## config.mk

```make
export PLATFORM = sky130hd
export DESIGN_NAME = alu_mc
export DESIGN_NICKNAME = d
export VERILOG_FILES = /design/src/rtl/alu_pkg.sv /design/src/rtl/alu_mul_iter.sv /design/src/rtl/alu_mc.sv
export SDC_FILE = /design/constraint.sdc
export NUM_CORES = 1
export LEC_CHECK = 0
export CAP_MARGIN = 10
export CORE_AREA = 8 8 211 213
export CTS_CLUSTER_DIAMETER = 200
export DETAILED_ROUTE_END_ITERATION = 6
export DIE_AREA = 0 0 219 221
export SYNTH_ARGS = -nofsm -noshare
export SYNTH_HDL_FRONTEND = slang
export SYNTH_SLANG_ARGS = --single-unit
export TNS_END_PERCENT = 30
```

## constraint.sdc

```tcl
create_clock -name clk_i -period 4.2 [get_ports clk_i]
set_clock_uncertainty 0.2 [all_clocks]
set_input_delay 1.05 -clock clk_i [delete_from_list [all_inputs] [get_ports clk_i]]
set_output_delay 1.05 -clock clk_i [all_outputs]
set_load 0.02 [all_outputs]
```

## src/rtl/alu_pkg.sv

```systemverilog
// alu_pkg: op/state enums, ALUOp and funct encodings, and the instruction decoder for alu_mc
package alu_pkg;

    typedef enum logic [3:0] {
        OP_ADD, OP_SUB, OP_SLL, OP_SLT, OP_XOR,
        OP_SRL, OP_SRA, OP_OR, OP_AND, OP_MUL
    } op_e;

    typedef enum logic [1:0] {S_IDLE, S_MUL, S_DONE} state_e;

    localparam logic [1:0] ALUOP_I    = 2'b00;
    localparam logic [1:0] ALUOP_R    = 2'b01;
    localparam logic [1:0] ALUOP_ADDR = 2'b10;
    localparam logic [1:0] ALUOP_BR   = 2'b11;

    localparam logic [6:0] F7_BASE = 7'b0000000;
    localparam logic [6:0] F7_ALT  = 7'b0100000;
    localparam logic [6:0] F7_MUL  = 7'b0000001;

    localparam logic [2:0] F3_ADD = 3'b000;
    localparam logic [2:0] F3_SLL = 3'b001;
    localparam logic [2:0] F3_SLT = 3'b010;
    localparam logic [2:0] F3_XOR = 3'b100;
    localparam logic [2:0] F3_SR  = 3'b101;
    localparam logic [2:0] F3_OR  = 3'b110;
    localparam logic [2:0] F3_AND = 3'b111;

    typedef struct packed {
        op_e  op;
        logic illegal;
    } dec_t;

    // Unlisted encodings fall back to ADD with the illegal flag raised.
    // I-type funct7 bits are immediate bits, so only the shift-right form inspects them.
    function automatic dec_t decode(input logic [1:0] aluop, input logic [6:0] f7, input logic [2:0] f3);
        dec_t d;
        d.op      = OP_ADD;
        d.illegal = 1'b0;
        case (aluop)
            ALUOP_I: begin
                case (f3)
                    F3_ADD: d.op = OP_ADD;
                    F3_SLL: d.op = OP_SLL;
                    F3_XOR: d.op = OP_XOR;
                    F3_OR:  d.op = OP_OR;
                    F3_AND: d.op = OP_AND;
                    F3_SR: begin
                        if (f7 == F7_ALT)       d.op = OP_SRA;
                        else if (f7 == F7_BASE) d.op = OP_SRL;
                        else                    d.illegal = 1'b1;
                    end
                    default: d.illegal = 1'b1;
                endcase
            end
            ALUOP_R: begin
                case ({f7, f3})
                    {F7_BASE, F3_ADD}: d.op = OP_ADD;
                    {F7_ALT,  F3_ADD}: d.op = OP_SUB;
                    {F7_BASE, F3_SLL}: d.op = OP_SLL;
                    {F7_BASE, F3_SLT}: d.op = OP_SLT;
                    {F7_BASE, F3_XOR}: d.op = OP_XOR;
                    {F7_BASE, F3_SR}:  d.op = OP_SRL;
                    {F7_ALT,  F3_SR}:  d.op = OP_SRA;
                    {F7_BASE, F3_OR}:  d.op = OP_OR;
                    {F7_BASE, F3_AND}: d.op = OP_AND;
                    {F7_MUL,  F3_ADD}: d.op = OP_MUL;
                    default:           d.illegal = 1'b1;
                endcase
            end
            ALUOP_ADDR: d.op = OP_ADD;
            ALUOP_BR:   d.op = OP_SUB;
            default:    d.illegal = 1'b1;
        endcase
        return d;
    endfunction

endpackage

```

## src/rtl/alu_mul_iter.sv

```systemverilog
// alu_mul_iter: iterative shift-add multiplier retiring MUL_UNROLL multiplier bits per cycle
module alu_mul_iter #(
    parameter int XLEN       = 32,
    parameter int MUL_UNROLL = 1
) (
    input  logic            clk_i,
    input  logic            rst_i,
    input  logic            start,
    input  logic [XLEN-1:0] a,
    input  logic [XLEN-1:0] b,
    output logic            done,
    output logic [XLEN-1:0] product
);

    localparam int STEPS = XLEN / MUL_UNROLL;
    localparam int CW    = $clog2(STEPS + 1);

    logic            busy;
    logic [CW-1:0]   cnt;
    logic [XLEN-1:0] acc, ma, mb, part;

    // Sum of the shifted multiplicand copies selected by the low MUL_UNROLL multiplier bits
    always_comb begin
        part = '0;
        for (int j = 0; j < MUL_UNROLL; j++)
            part = part + (mb[j] ? ma << j : '0);
    end

    // done flags the final step so the caller can capture acc+part on the same edge
    assign done    = busy && (cnt == CW'(STEPS - 1));
    assign product = acc + part;

    // Load operands on start, then accumulate and shift until the last step retires
    always_ff @(posedge clk_i or negedge rst_i) begin
        if (!rst_i) begin
            busy <= 1'b0;
            cnt  <= '0;
            acc  <= '0;
            ma   <= '0;
            mb   <= '0;
        end else if (start) begin
            busy <= 1'b1;
            cnt  <= '0;
            acc  <= '0;
            ma   <= a;
            mb   <= b;
        end else if (busy) begin
            acc  <= acc + part;
            ma   <= ma << MUL_UNROLL;
            mb   <= mb >> MUL_UNROLL;
            cnt  <= cnt + 1'b1;
            busy <= !done;
        end
    end

endmodule

```

## src/rtl/alu_mc.sv

```systemverilog
// alu_mc: RISC-V style ALU with single-cycle simple ops and an iterative multiplier, valid/ready on both sides
module alu_mc
    import alu_pkg::*;
#(
    parameter int XLEN       = 32,
    parameter int MUL_UNROLL = 1
) (
    input  logic            clk_i,
    input  logic            rst_i,
    input  logic            valid_i,
    output logic            ready_o,
    input  logic [9:0]      func_i,
    input  logic [1:0]      ALUOp_i,
    input  logic [XLEN-1:0] data1_i,
    input  logic [XLEN-1:0] data2_i,
    output logic            valid_o,
    input  logic            out_ready_i,
    output logic [XLEN-1:0] result_o,
    output logic            zero_o,
    output logic            illegal_o
);

    localparam int SW = $clog2(XLEN);

    state_e          state;
    dec_t            dec;
    logic [SW-1:0]   shamt;
    logic [XLEN-1:0] alu_res, mul_prod;
    logic            mul_start, mul_done;

    assign dec       = decode(ALUOp_i, func_i[9:3], func_i[2:0]);
    assign shamt     = data2_i[SW-1:0];
    assign ready_o   = (state == S_IDLE);
    assign mul_start = ready_o && valid_i && (dec.op == OP_MUL);

    // Single-cycle result for every op except MUL, computed from the live inputs at acceptance
    always_comb begin
        alu_res = data1_i + data2_i;
        case (dec.op)
            OP_SUB: alu_res = data1_i - data2_i;
            OP_SLL: alu_res = data1_i << shamt;
            OP_SLT: alu_res = {{(XLEN-1){1'b0}}, $signed(data1_i) < $signed(data2_i)};
            OP_XOR: alu_res = data1_i ^ data2_i;
            OP_SRL: alu_res = data1_i >> shamt;
            OP_SRA: alu_res = XLEN'($signed(data1_i) >>> shamt);
            OP_OR:  alu_res = data1_i | data2_i;
            OP_AND: alu_res = data1_i & data2_i;
            default: alu_res = data1_i + data2_i;
        endcase
    end

    alu_mul_iter #(
        .XLEN      (XLEN),
        .MUL_UNROLL(MUL_UNROLL)
    ) u_mul (
        .clk_i  (clk_i),
        .rst_i  (rst_i),
        .start  (mul_start),
        .a      (data1_i),
        .b      (data2_i),
        .done   (mul_done),
        .product(mul_prod)
    );

    // Control FSM: results are captured into output registers and held until the consumer takes them
    always_ff @(posedge clk_i or negedge rst_i) begin
        if (!rst_i) begin
            state     <= S_IDLE;
            valid_o   <= 1'b0;
            result_o  <= '0;
            zero_o    <= 1'b0;
            illegal_o <= 1'b0;
        end else begin
            case (state)
                S_IDLE: begin
                    if (valid_i && dec.op == OP_MUL) begin
                        state <= S_MUL;
                    end else if (valid_i) begin
                        state     <= S_DONE;
                        valid_o   <= 1'b1;
                        result_o  <= alu_res;
                        zero_o    <= (alu_res == '0);
                        illegal_o <= dec.illegal;
                    end
                end
                S_MUL: begin
                    if (mul_done) begin
                        state     <= S_DONE;
                        valid_o   <= 1'b1;
                        result_o  <= mul_prod;
                        zero_o    <= (mul_prod == '0);
                        illegal_o <= 1'b0;
                    end
                end
                S_DONE: begin
                    if (out_ready_i) begin
                        state   <= S_IDLE;
                        valid_o <= 1'b0;
                    end
                end
                default: state <= S_IDLE;
            endcase
        end
    end

endmodule

```

Yosys cells after proc, flatten, opt, wreduce, memory -nomap -nowiden
Cells that the tools add are included.
{"block": "totals", "out_inout_bits": 36, "regBits": 140, "wordCells": 120}
{"block": "classes", "n_lt_le_gt_ge": 1, "eq_ne": 35, "mux": 44, "shift": 3, "n_bitwise": 3, "n_addsub": 4, "reduce_logical": 20}
{"operator": "2-to-1 mux 32 bit", "n": 10}
{"operator": "one-hot mux 32 bit (8 select lines)", "n": 1}
{"operator": "adder 32 bit", "n": 2}
{"operator": "logical NOT 32 bit", "n": 2}
{"operator": "one-hot mux 32 bit (2 select lines)", "n": 1}
{"operator": "== test 10 x 3 -> 1 bit, second input constant", "n": 4}
{"operator": "one-hot mux 4 bit (9 select lines)", "n": 1}
{"operator": "AND 32 bit", "n": 1}
{"operator": "less-than comparator 32 bit", "n": 1}
{"operator": "bitwise OR 32 bit", "n": 1}
{"operator": "left shift 32 x 5 -> 32 bit", "n": 1}
{"operator": "right shift 32 x 5 -> 32 bit", "n": 1}
{"operator": ">>> shifter 32 x 5 -> 32 bit", "n": 1}
{"operator": "subtractor 32 bit", "n": 1}
{"operator": "bitwise XOR 32 bit", "n": 1}
{"operator": "== test 10 x 9 -> 1 bit, second input constant", "n": 2}
{"operator": "one-hot mux 4 bit (5 select lines)", "n": 1}
{"operator": "== test 4 x 3 -> 1 bit, second input constant", "n": 4}
{"operator": "one-hot mux 4 bit (4 select lines)", "n": 1}
{"operator": "2-to-1 mux 1 bit", "n": 15}
{"operator": "== test 3 bit, second input constant", "n": 4}
{"operator": "2-to-1 mux 6 bit", "n": 2}
{"operator": "== test 10 x 1 -> 1 bit, second input constant", "n": 1}
{"operator": "== test 10 x 2 -> 1 bit, second input constant", "n": 1}
{"operator": "31 further kinds", "n": 50}

Logic depth before layout (Yosys ltp)
Gate-level depths: netlist (run 1).
{"block": "logic_depth", "word_depth": 11, "mapped_depth": 18, "mapped_depth_nobuf": 16}

Hierarchy
A second synthesis (run 1) with hierarchy kept.
{"block": "hier_totals", "cells_unflattened": 2424, "area_unflattened_um2": 19045.8}
{"module": "alu_mc", "area_per_inst_um2": 12424.4, "cells_each": 1713, "n_inst": 1}
{"module": "alu_mul_iter", "area_per_inst_um2": 6621.4, "cells_each": 711, "n_inst": 1}

Worst setup path before layout (run 1)
Ideal clock, no wire load.
{"block": "synth_path", "path_type": "input -> register", "startpoint": "input port data2_i[1]", "endpoint": "register zero_o", "setup_slack_ns": -1.046, "t_required_ns": 3.935, "setup_time_ns": 0.065, "arrival_ns": 4.981, "stages": 18, "path_cell_list": "buf_2 -> buf_2 -> buf_2 -> buf_2 -> inv_1 -> fa_1 -> nand2b_1 -> a2111oi_0 -> or4b_1 -> a21oi_1 -> o31ai_1 -> a221oi_1 -> o21ai_0 -> a2111o_1 -> and4b_1 -> nor4bb_1 -> nand4b_1 -> nand2_1"}
{"block": "synth_via", "elab_chain_len": 6, "word_cells_on_any_way": 14, "cone_classes": "2 x add/sub; 1 x order compare; 3 x shift; 4 x mux; 3 x bitwise; 1 x reduce/logical"}
{"item": "start: declaration", "line": "alu_mc.sv:15", "rtl": "input logic [XLEN-1:0] data2_i,"}
{"item": "adder 32 bit, or another cell as far along", "line": "alu_mc.sv:48", "rtl": "default: alu_res = data1_i + data2_i;"}
{"item": "one-hot mux 32 bit (8 select lines) (*)", "line": "alu_mc.sv:39", "rtl": "case (dec.op)"}
{"item": "logical NOT 32 bit (*)", "line": "alu_mc.sv:82", "rtl": "zero_o <= (alu_res == '0);"}
{"item": "2-to-1 mux 1 bit (*)", "line": "alu_mc.sv:78", "rtl": "end else if (valid_i) begin"}
{"item": "2-to-1 mux 1 bit (*)", "line": "alu_mc.sv:76", "rtl": "if (valid_i && dec.op == OP_MUL) begin"}
{"item": "one-hot mux 1 bit (2 select lines) (*)", "line": "alu_mc.sv:74", "rtl": "case (state)"}
{"item": "end signal: assignment", "line": "alu_mc.sv:82"}
{"item": "end signal: assignment", "line": "alu_mc.sv:91", "rtl": "zero_o <= (mul_prod == '0);"}
{"item": "end: declaration", "line": "alu_mc.sv:19", "rtl": "output logic zero_o,"}
Every way passes the cells marked *; elsewhere a longest branch is shown, timed or not. The select of a mux whose other input is x is not followed.
A chain may end at the register's enable or synchronous reset.

Final worst setup path (run 1)
{"block": "layout_path", "startpoint": "input port data1_i[26]", "endpoint": "register zero_o"}
{"block": "layout_via", "elab_chain_len": 6, "word_cells_on_any_way": 14, "cone_classes": "2 x add/sub; 1 x order compare; 3 x shift; 4 x mux; 3 x bitwise; 1 x reduce/logical"}
{"item": "start: declaration", "line": "alu_mc.sv:14", "rtl": "input logic [XLEN-1:0] data1_i,"}
{"item": "adder 32 bit, or another cell as far along", "line": "alu_mc.sv:48"}
{"item": "one-hot mux 32 bit (8 select lines) (*)", "line": "alu_mc.sv:39"}
{"item": "logical NOT 32 bit (*)", "line": "alu_mc.sv:82"}
{"item": "2-to-1 mux 1 bit (*)", "line": "alu_mc.sv:78"}
{"item": "2-to-1 mux 1 bit (*)", "line": "alu_mc.sv:76"}
{"item": "one-hot mux 1 bit (2 select lines) (*)", "line": "alu_mc.sv:74"}
Marks and branches as above.

==> metrics.md, run 1 <==
| Metric | Value |
|---|---|
| Share of total power in combinational logic | 58.4% |
| Total leakage power | 12.7 nW |
| CTS max path bufs | 2 |
| Crit path launch | data1_i[26] |
| Gate count of the mapped netlist | 2374 |
| Worst Max-Slew Pin Slew | 1.17 ns |
| Initial antenna violation count | 1 |
| Placed cells | 3548 |
| Fraction of power consumed by the clock network | 17.7% |
| Height of the chip | 221 µm |
| Critical path fanouts, max | 11 |
| Biggest area consumer among synthesized cells | dfrtp_1 |
| Layout overhead on the synthesized area | 49.8% |
| Power Density | 335 nW/µm² |
| Placement Setup Slack | -1.30 ns |
| Portion of total power attributed to sequential cells | 23.8% |
| Critical register-to-register path endpoint | zero_o$_DFFE_PN0P_ |
| Initial Util | 44.2% |
| Post-synthesis net count | 2586 |
| Worst-path clk slew | 0.07 ns |
| Util after Layout | 66.2% |
| Fin nets | 3292 |
| Number of failing setup endpoints in the final timing report | 5 |
| Most common cell in the netlist | nand2_1 |
| WL/cell | 27.2 µm |
| Required time of the worst setup path | 4.42 ns |
| Total clock sinks | 140 |
| Number of enable flip-flop cells after synthesis | 0 |
| Final Max Slew Viols | 0 |
| Number of H-tree levels | 4 |
| Remaining antenna violation count | 0 |
| Cell types occupying the most area after synthesis | dfrtp_1 (19%), ha_1 (8.8%), mux2i_1 (7.1%), nand2_1 (5.7%), mux4_2 (5.2%) |
| Root cell of the clock tree | clkbuf_16 |
| Instance area at placement | 24900 µm² |
| Die ar. | 48400 µm² |
| Worst Slack Setup Final | -0.316 ns |
| Net Sw Power | 4.12 mW |
| Top FF cell, synth | dfrtp_1 |
| CP endpoint kind | flip-flop |
| CTS Buf Count | 17 |
| Final Non-Filler Cells | 3633 |
| Class of the most critical setup path | input pin to flip-flop |
| #FFs+latches synth | 140 |
| Maximum number of pins on one net before global-route repair | 77 |
| P_int | 5.03 mW |
| Number of buffers inserted by port buffering | 115 |
| Type of element launching the critical path | input pin |
| Highest clock rate | 221 MHz |
| DRC violations left | 0 |
| Die span in x | 219 µm |
| Leftover overflow at the end of global routing | 0 |
| First-pass iteration count of the detailed router | 6 |
| TritonCTS clock tree | yes |
| Remaining max-slew budget at the tightest pin | 22.0% |
| Final routed wirelength across all metal layers | 98900 µm |
| Total negative setup slack | -0.504 ns |
| Number of different library cells in the post-synthesis netlist | 102 |
| Global-route wire length before repair | 143000 µm |
| Total routing usage reported by global routing | 39.2% |
| Top cells by instance count after synthesis | nand2_1 (279), nor2_1 (220), o21ai_0 (187) |
| Last weighted congestion value of the routability-driven placer | 1.08 |
| Part of the Yosys area used for sequential elements | 19.2% |
| Setup repair after global routing missed its margin | yes |
| I/O pin count | 116 |
| Via count | 23100 |
| DP Wirelength | 78000 µm |
| Failing checks | setup timing |
| Startpoint of the lowest-slack register-to-register path | u_mul.mb[0]$_DFFE_PN0P_ |
| Worst setup slack for register-to-register paths | -0.01 ns |
| Vias in the first global route | 22200 |
| Synthesized cell area | 18200 µm² |
| Area fraction of the dominant cell type after synthesis | 19.2% |
| DRC violation total after the first TritonRoute iteration | 3196 |
| Count of yosys warnings during synthesis | 0 |
| Syn_area_per_cell | 7.69 µm² |
| Arrival time of the worst setup path | 4.74 ns |
| Synth async-reset ratio | 100% |
| Cell count of the worst reg-to-reg path | 15 |
| Fraction of layout instances using a drive strength above 1 | 36.5% |
| Final instance area | 27300 µm² |
| Fin crit period | 4.52 ns |
| Switching power as a share of total power | 45.0% |
| Outcome | finished, violations left |
| Clock latency on the worst-skew pair | 0.50 ns |
| Max-cap violation count | 0 |
| Average via count per standard cell | 6.36 |
| Number of placement rows | 75 |
| Post-route fraction of the period consumed by the critical path | 108% |
| Worst voltage drop across the vdd grid | 0.464 mV |
| Class of the tightest hold or removal check | flip-flop to flip-flop |
| Final hold viol count | 0 |
| Crit path capture | zero_o$_DFFE_PN0P_ |
| Core area | 41300 µm² |
power groups by stage:
stage	Sequential, mW	Combinational (mW)	Clock [mW]
after floorplan	2.17	2.54	0
after global placement	2.15	4.80	0
after detailed placement	2.18	4.91	0
after CTS	2.17	5.07	1.64
after global routing	2.23	5.62	1.68
final	2.18	5.35	1.62
metal layers:
layer,part of all wire (%),vias to the layer above,track usage (%)
met2,43,1417,59.7
met1,40,11200,52.1
met5,0,-,0
li1,-,10200,-
met4,7.7,0,22.6
met3,8.7,322,6.14
sequential cells by signal, indices dropped and copies added (netlist names):
register    count
result_o       32
u_mul.acc      32
u_mul.ma       32
u_mul.mb       32
u_mul.cnt       6
state           2
illegal_o       1
u_mul.busy      1
valid_o         1
zero_o          1
repair_timing:
action,4_1_cts,5_1_grt
setup endpoints to repair,36,36
cloned,0,1
gates resized for setup,214,190
buffers inserted,22,31
pin swaps,51,74
hold buffers,0,0
cells by family (layout without fill, tap and decap cells):
group	after synthesis	count (layout)	share of synthesized area, %
other	0	1	0
muxes	203	203	14.2
DFF	140	140	19.2
AOI/OAI and AO/OA	752	752	27.5
adders and majority gates	132	132	9.17
and+or+nand+nor	794	794	20.4
xor gates and xnor gates	62	62	2.98
buffers and inverters	291	1010	6.60
layout make-up:
cell class,instances,area [µm²]
fillers,3485,13900
flip-flops and latches,140,3510
repair buffers,869,7250
clock buffers,17,425
inverters,109,437
well taps,539,674
multi-input cells,1943,14900
clock inverters,15,168
diodes,1,2.50
placed cells by master (no fill, tap or decap), types with 15 or more instances in the layout:
| cell | netlist | routed |
|---|---|---|
| a211oi_1 | 36 | 25 |
| a21o_1 | 30 | 28 |
| a21oi_1 | 163 | 146 |
| a31oi_1 | 27 | 23 |
| and2_1 | 40 | 37 |
| buf_12 | 0 | 20 |
| buf_4 | 2 | 692 |
| buf_6 | 4 | 45 |
| clkbuf_16 | 0 | 18 |
| clkdlybuf4s50_1 | 0 | 62 |
| dfrtp_1 | 140 | 139 |
| dlygate4sd2_1 | 0 | 16 |
| dlymetal6s2s_1 | 0 | 18 |
| ha_1 | 129 | 98 |
| ha_4 | 0 | 23 |
| inv_1 | 106 | 80 |
| inv_2 | 2 | 22 |
| mux2_2 | 31 | 29 |
| mux2i_1 | 130 | 129 |
| mux4_2 | 42 | 42 |
| nand2_1 | 279 | 277 |
| nand2b_1 | 19 | 17 |
| nand3_1 | 35 | 32 |
| nand4_1 | 31 | 31 |
| nor2_1 | 220 | 213 |
| nor2b_1 | 18 | 15 |
| nor3_1 | 52 | 47 |
| o211ai_1 | 35 | 35 |
| o21a_1 | 24 | 23 |
| o21ai_0 | 187 | 161 |
| o21ai_1 | 8 | 24 |
| o22ai_1 | 23 | 19 |
| xnor2_1 | 38 | 38 |
| xor2_1 | 24 | 23 |
metrics by stage:
step                      total power, mW  hold slack (ns)
after floorplan                      4.71            0.269
after global placement               6.95            0.264
after detailed placement             7.09            0.275
after CTS                            8.87            0.291
after global routing                 9.53            0.326
final                                9.15            0.285
worst max-delay path, stage by stage:
cell	delay (ns)
clkdlybuf4s50_1	0.46
buf_4	0.16
buf_4	0.22
inv_1	0.07
ha_1	0.31
or4_4	0.53
a311o_1	0.32
o21ai_4	0.21
a21oi_4	0.11
o311a_1	0.33
a2111oi_2	0.34
and4b_1	0.26
nor4bb_4	0.20
nand4b_1	0.11
nand2_1	0.07
worst min path at each step:
stage	end	cells after the start	slack [ns]	from
finish	result_o[12]$_DFFE_PN0P_	2	0.28	result_o[12]$_DFFE_PN0P_
global route	result_o[9]$_DFFE_PN0P_	2	0.33	result_o[9]$_DFFE_PN0P_
CTS	result_o[7]$_DFFE_PN0P_	2	0.29	result_o[7]$_DFFE_PN0P_
detailed placement	result_o[12]$_DFFE_PN0P_	2	0.27	result_o[12]$_DFFE_PN0P_
global placement	illegal_o$_DFFE_PN0P_	2	0.26	illegal_o$_DFFE_PN0P_
floorplan	u_mul.mb[31]$_DFFE_PN0P_	2	0.27	u_mul.mb[31]$_DFFE_PN0P_
No activity file was read; power rests on OpenSTA's default activity.
==> run 2: changes to the inputs <==
- clock period: 4.2 -> 4.3 ns (I/O delays scaled with it)
==> run 2 against run 1 <==
  * Via count is 2.0% higher
  * The flow finishes with violations (DRC, setup timing)
  * Total power is 2.4% lower
  * Hold slack worse by 0.0082 ns
  * Critical path type unchanged
  * Critical path depth stayed put
==> metrics.md, run 2 (synthesis gave the netlist of run 1 again) <==
| Metric | Value |
|---|---|
| Highest clock rate | 223 MHz |
| Share of total power in combinational logic | 59.9% |
| CTS Buf Count | 17 |
| Number of failing setup endpoints in the final timing report | 3 |
| Portion of total power attributed to sequential cells | 23.6% |
| Setup repair after global routing missed its margin | yes |
| Initial Util | 44.2% |
| Die ar. | 48400 µm² |
| Number of placement rows | 75 |
| Instance area at placement | 25300 µm² |
| Required time of the worst setup path | 4.51 ns |
| Class of the most critical setup path | input pin to flip-flop |
| Final Max Slew Viols | 0 |
| DP Wirelength | 77200 µm |
| DRC violations left | 8 |
| Failing checks | DRC, setup timing |
| CP endpoint kind | flip-flop |
| Number of buffers inserted by port buffering | 115 |
| Height of the chip | 221 µm |
| Hold Worst Slack | 0.276 ns |
| Sequential standard cell area | 3510 µm² |
| TritonCTS clock tree | yes |
| Average via count per standard cell | 6.35 |
| Die span in x | 219 µm |
| Ant diodes | 0 |
| Startpoint of the lowest-slack register-to-register path | u_mul.mb[0]$_DFFE_PN0P_ |
| Switching power as a share of total power | 44.3% |
| Net Sw Power | 3.96 mW |
| Area of the multi-input gates | 15100 µm² |
| Worst Slack Setup Final | -0.179 ns |
| Critical path fanouts, max | 3 |
| Total clock sinks | 140 |
| Maximum number of pins on one net before global-route repair | 102 |
| Global-route wire length before repair | 143000 µm |
| Fraction of layout instances using a drive strength above 1 | 38.4% |
| Core area | 41300 µm² |
| Filler Cells Inserted | 3357 |
| Via count | 23600 |
| Worst Max-Slew Pin Slew | 0.790 ns |
| Final hold viol count | 0 |
| Initial antenna violation count | 2 |
| Launch point of the worst hold path | illegal_o$_DFFE_PN0P_ |
| Fraction of power consumed by the clock network | 16.6% |
| Vias in the first global route | 22700 |
| Last weighted congestion value of the routability-driven placer | 1.05 |
| Number of H-tree levels | 4 |
| Layout overhead on the synthesized area | 54.7% |
| Class of the tightest hold or removal check | flip-flop to flip-flop |
| Max-cap violation count | 0 |
| Fin nets | 3370 |
| Worst-path clk slew | 0.06 ns |
| Arrival time of the worst setup path | 4.69 ns |
| Total routing usage reported by global routing | 38.9% |
| WL/cell | 26.7 µm |
| DRC violation total after the first TritonRoute iteration | 3106 |
| Clock latency on the worst-skew pair | 0.49 ns |
| Post-route fraction of the period consumed by the critical path | 104% |
| Root cell of the clock tree | clkbuf_16 |
| Crit path launch | data1_i[21] |
| Remaining antenna violation count | 0 |
| Power Density | 316 nW/µm² |
| First-pass iteration count of the detailed router | 7 |
| Remaining max-slew budget at the tightest pin | 47.3% |
| P_int | 4.98 mW |
| Outcome | finished, violations left |
| Final instance area | 28200 µm² |
| CTS max path bufs | 2 |
| Total leakage power | 13.2 nW |
| Worst voltage drop across the vdd grid | 0.687 mV |
| Type of element launching the critical path | input pin |
| Util after Layout | 68.4% |
| I/O pin count | 116 |
| Final routed wirelength across all metal layers | 99200 µm |
| Fin crit period | 4.48 ns |
| Highest-count cells in the layout ignoring fill and taps | buf_4 (761), nand2_1 (272), nor2_1 (210) |
| Leftover overflow at the end of global routing | 0 |
| Most frequent standard cell in the layout excluding fill and tap cells | buf_4 |
-- run 2: changes by cell type in the layout (fill, tap and decap cells not counted), sizes merged --
cell and delta:
bufinv -1, clkbuf +7, clkdlybuf4s50 -7, dlygate4sd2 -5
clkinv -1, dlymetal6s2s +10, diode -1, buf +77
inv -5, clkinvlp +3
-- run 2: metrics by stage --
stage          setup WS (ns)  instances  total power [mW]  TNS [ns]
2_1_floorplan         -0.463       2374              4.59    -0.842
3_3_place_gp           -1.16       3590              6.80    -36.70
6_report              -0.179       3710              8.93    -0.332
3_5_place_dp           -1.26       3590              6.94    -50.63
5_1_grt               -0.261       3710              9.33    -0.693
4_1_cts               -0.370       3661              8.59    -0.746
-- run 2: final cells by class --
cell class / count / area share, %
clock inverter: 11 / 0.301
inverter: 109 / 1.56
clock buffer: 21 / 1.67
sequential: 140 / 12.4
timing repair buffer: 947 / 28.2
multi-input combinational: 1943 / 53.4
tap: 539 / 2.39
-- run 2: per-layer routing --
layer	GRT usage [%]	vias to the layer above	wire length, µm
met4	23.2	4	7690
met5	0	-	20
met1	49.5	11400	38600
met2	59.7	1504	43100
met3	8.57	364	9850
li1	-	10400	-
-- run 2: what timing repair did --
action | 4_1_cts | 5_1_grt
cloned | 0 | 3
pin swaps | 64 | 90
gates resized for setup | 203 | 238
setup buffers | 40 | 50
hold buffers | 0 | 0
endpoints found under the setup margin | 33 | 31
-- run 2: critical path, stage by stage --
cell	delay [ns]
buf_8	0.10
inv_6	0.05
ha_4	0.19
or4_4	0.53
or4_4	0.44
or4_1	0.42
a311o_1	0.33
o21ai_4	0.22
a21oi_4	0.09
xor2_1	0.17
a2111o_1	0.42
and4b_1	0.26
nor4bb_4	0.19
nand4b_1	0.12
nand2_1	0.07
-- run 2: path summary, 6_finish.rpt --
check                           slack, ns  cells after the start                        to
worst max-delay path                -0.18                     15        zero_o$_DFFE_PN0P_
max in group asynchronous            2.66                      2  result_o[15]$_DFFE_PN0P_
worst max register to register      -0.02                     16        zero_o$_DFFE_PN0P_
worst min-delay path                 0.28                      2     illegal_o$_DFFE_PN0P_
min in group asynchronous            0.37                      1  u_mul.cnt[3]$_DFFE_PN0P_
worst min register to register       0.28                      2     illegal_o$_DFFE_PN0P_
-- run 2: power groups by stage --
stage / clock network (mW) / logic (mW) / registers, mW
6_report: 1.48 / 5.35 / 2.11
5_1_grt: 1.55 / 5.63 / 2.15
4_1_cts: 1.51 / 4.99 / 2.09
3_5_place_dp: 0 / 4.83 / 2.11
3_3_place_gp: 0 / 4.72 / 2.08
2_1_floorplan: 0 / 2.47 / 2.12
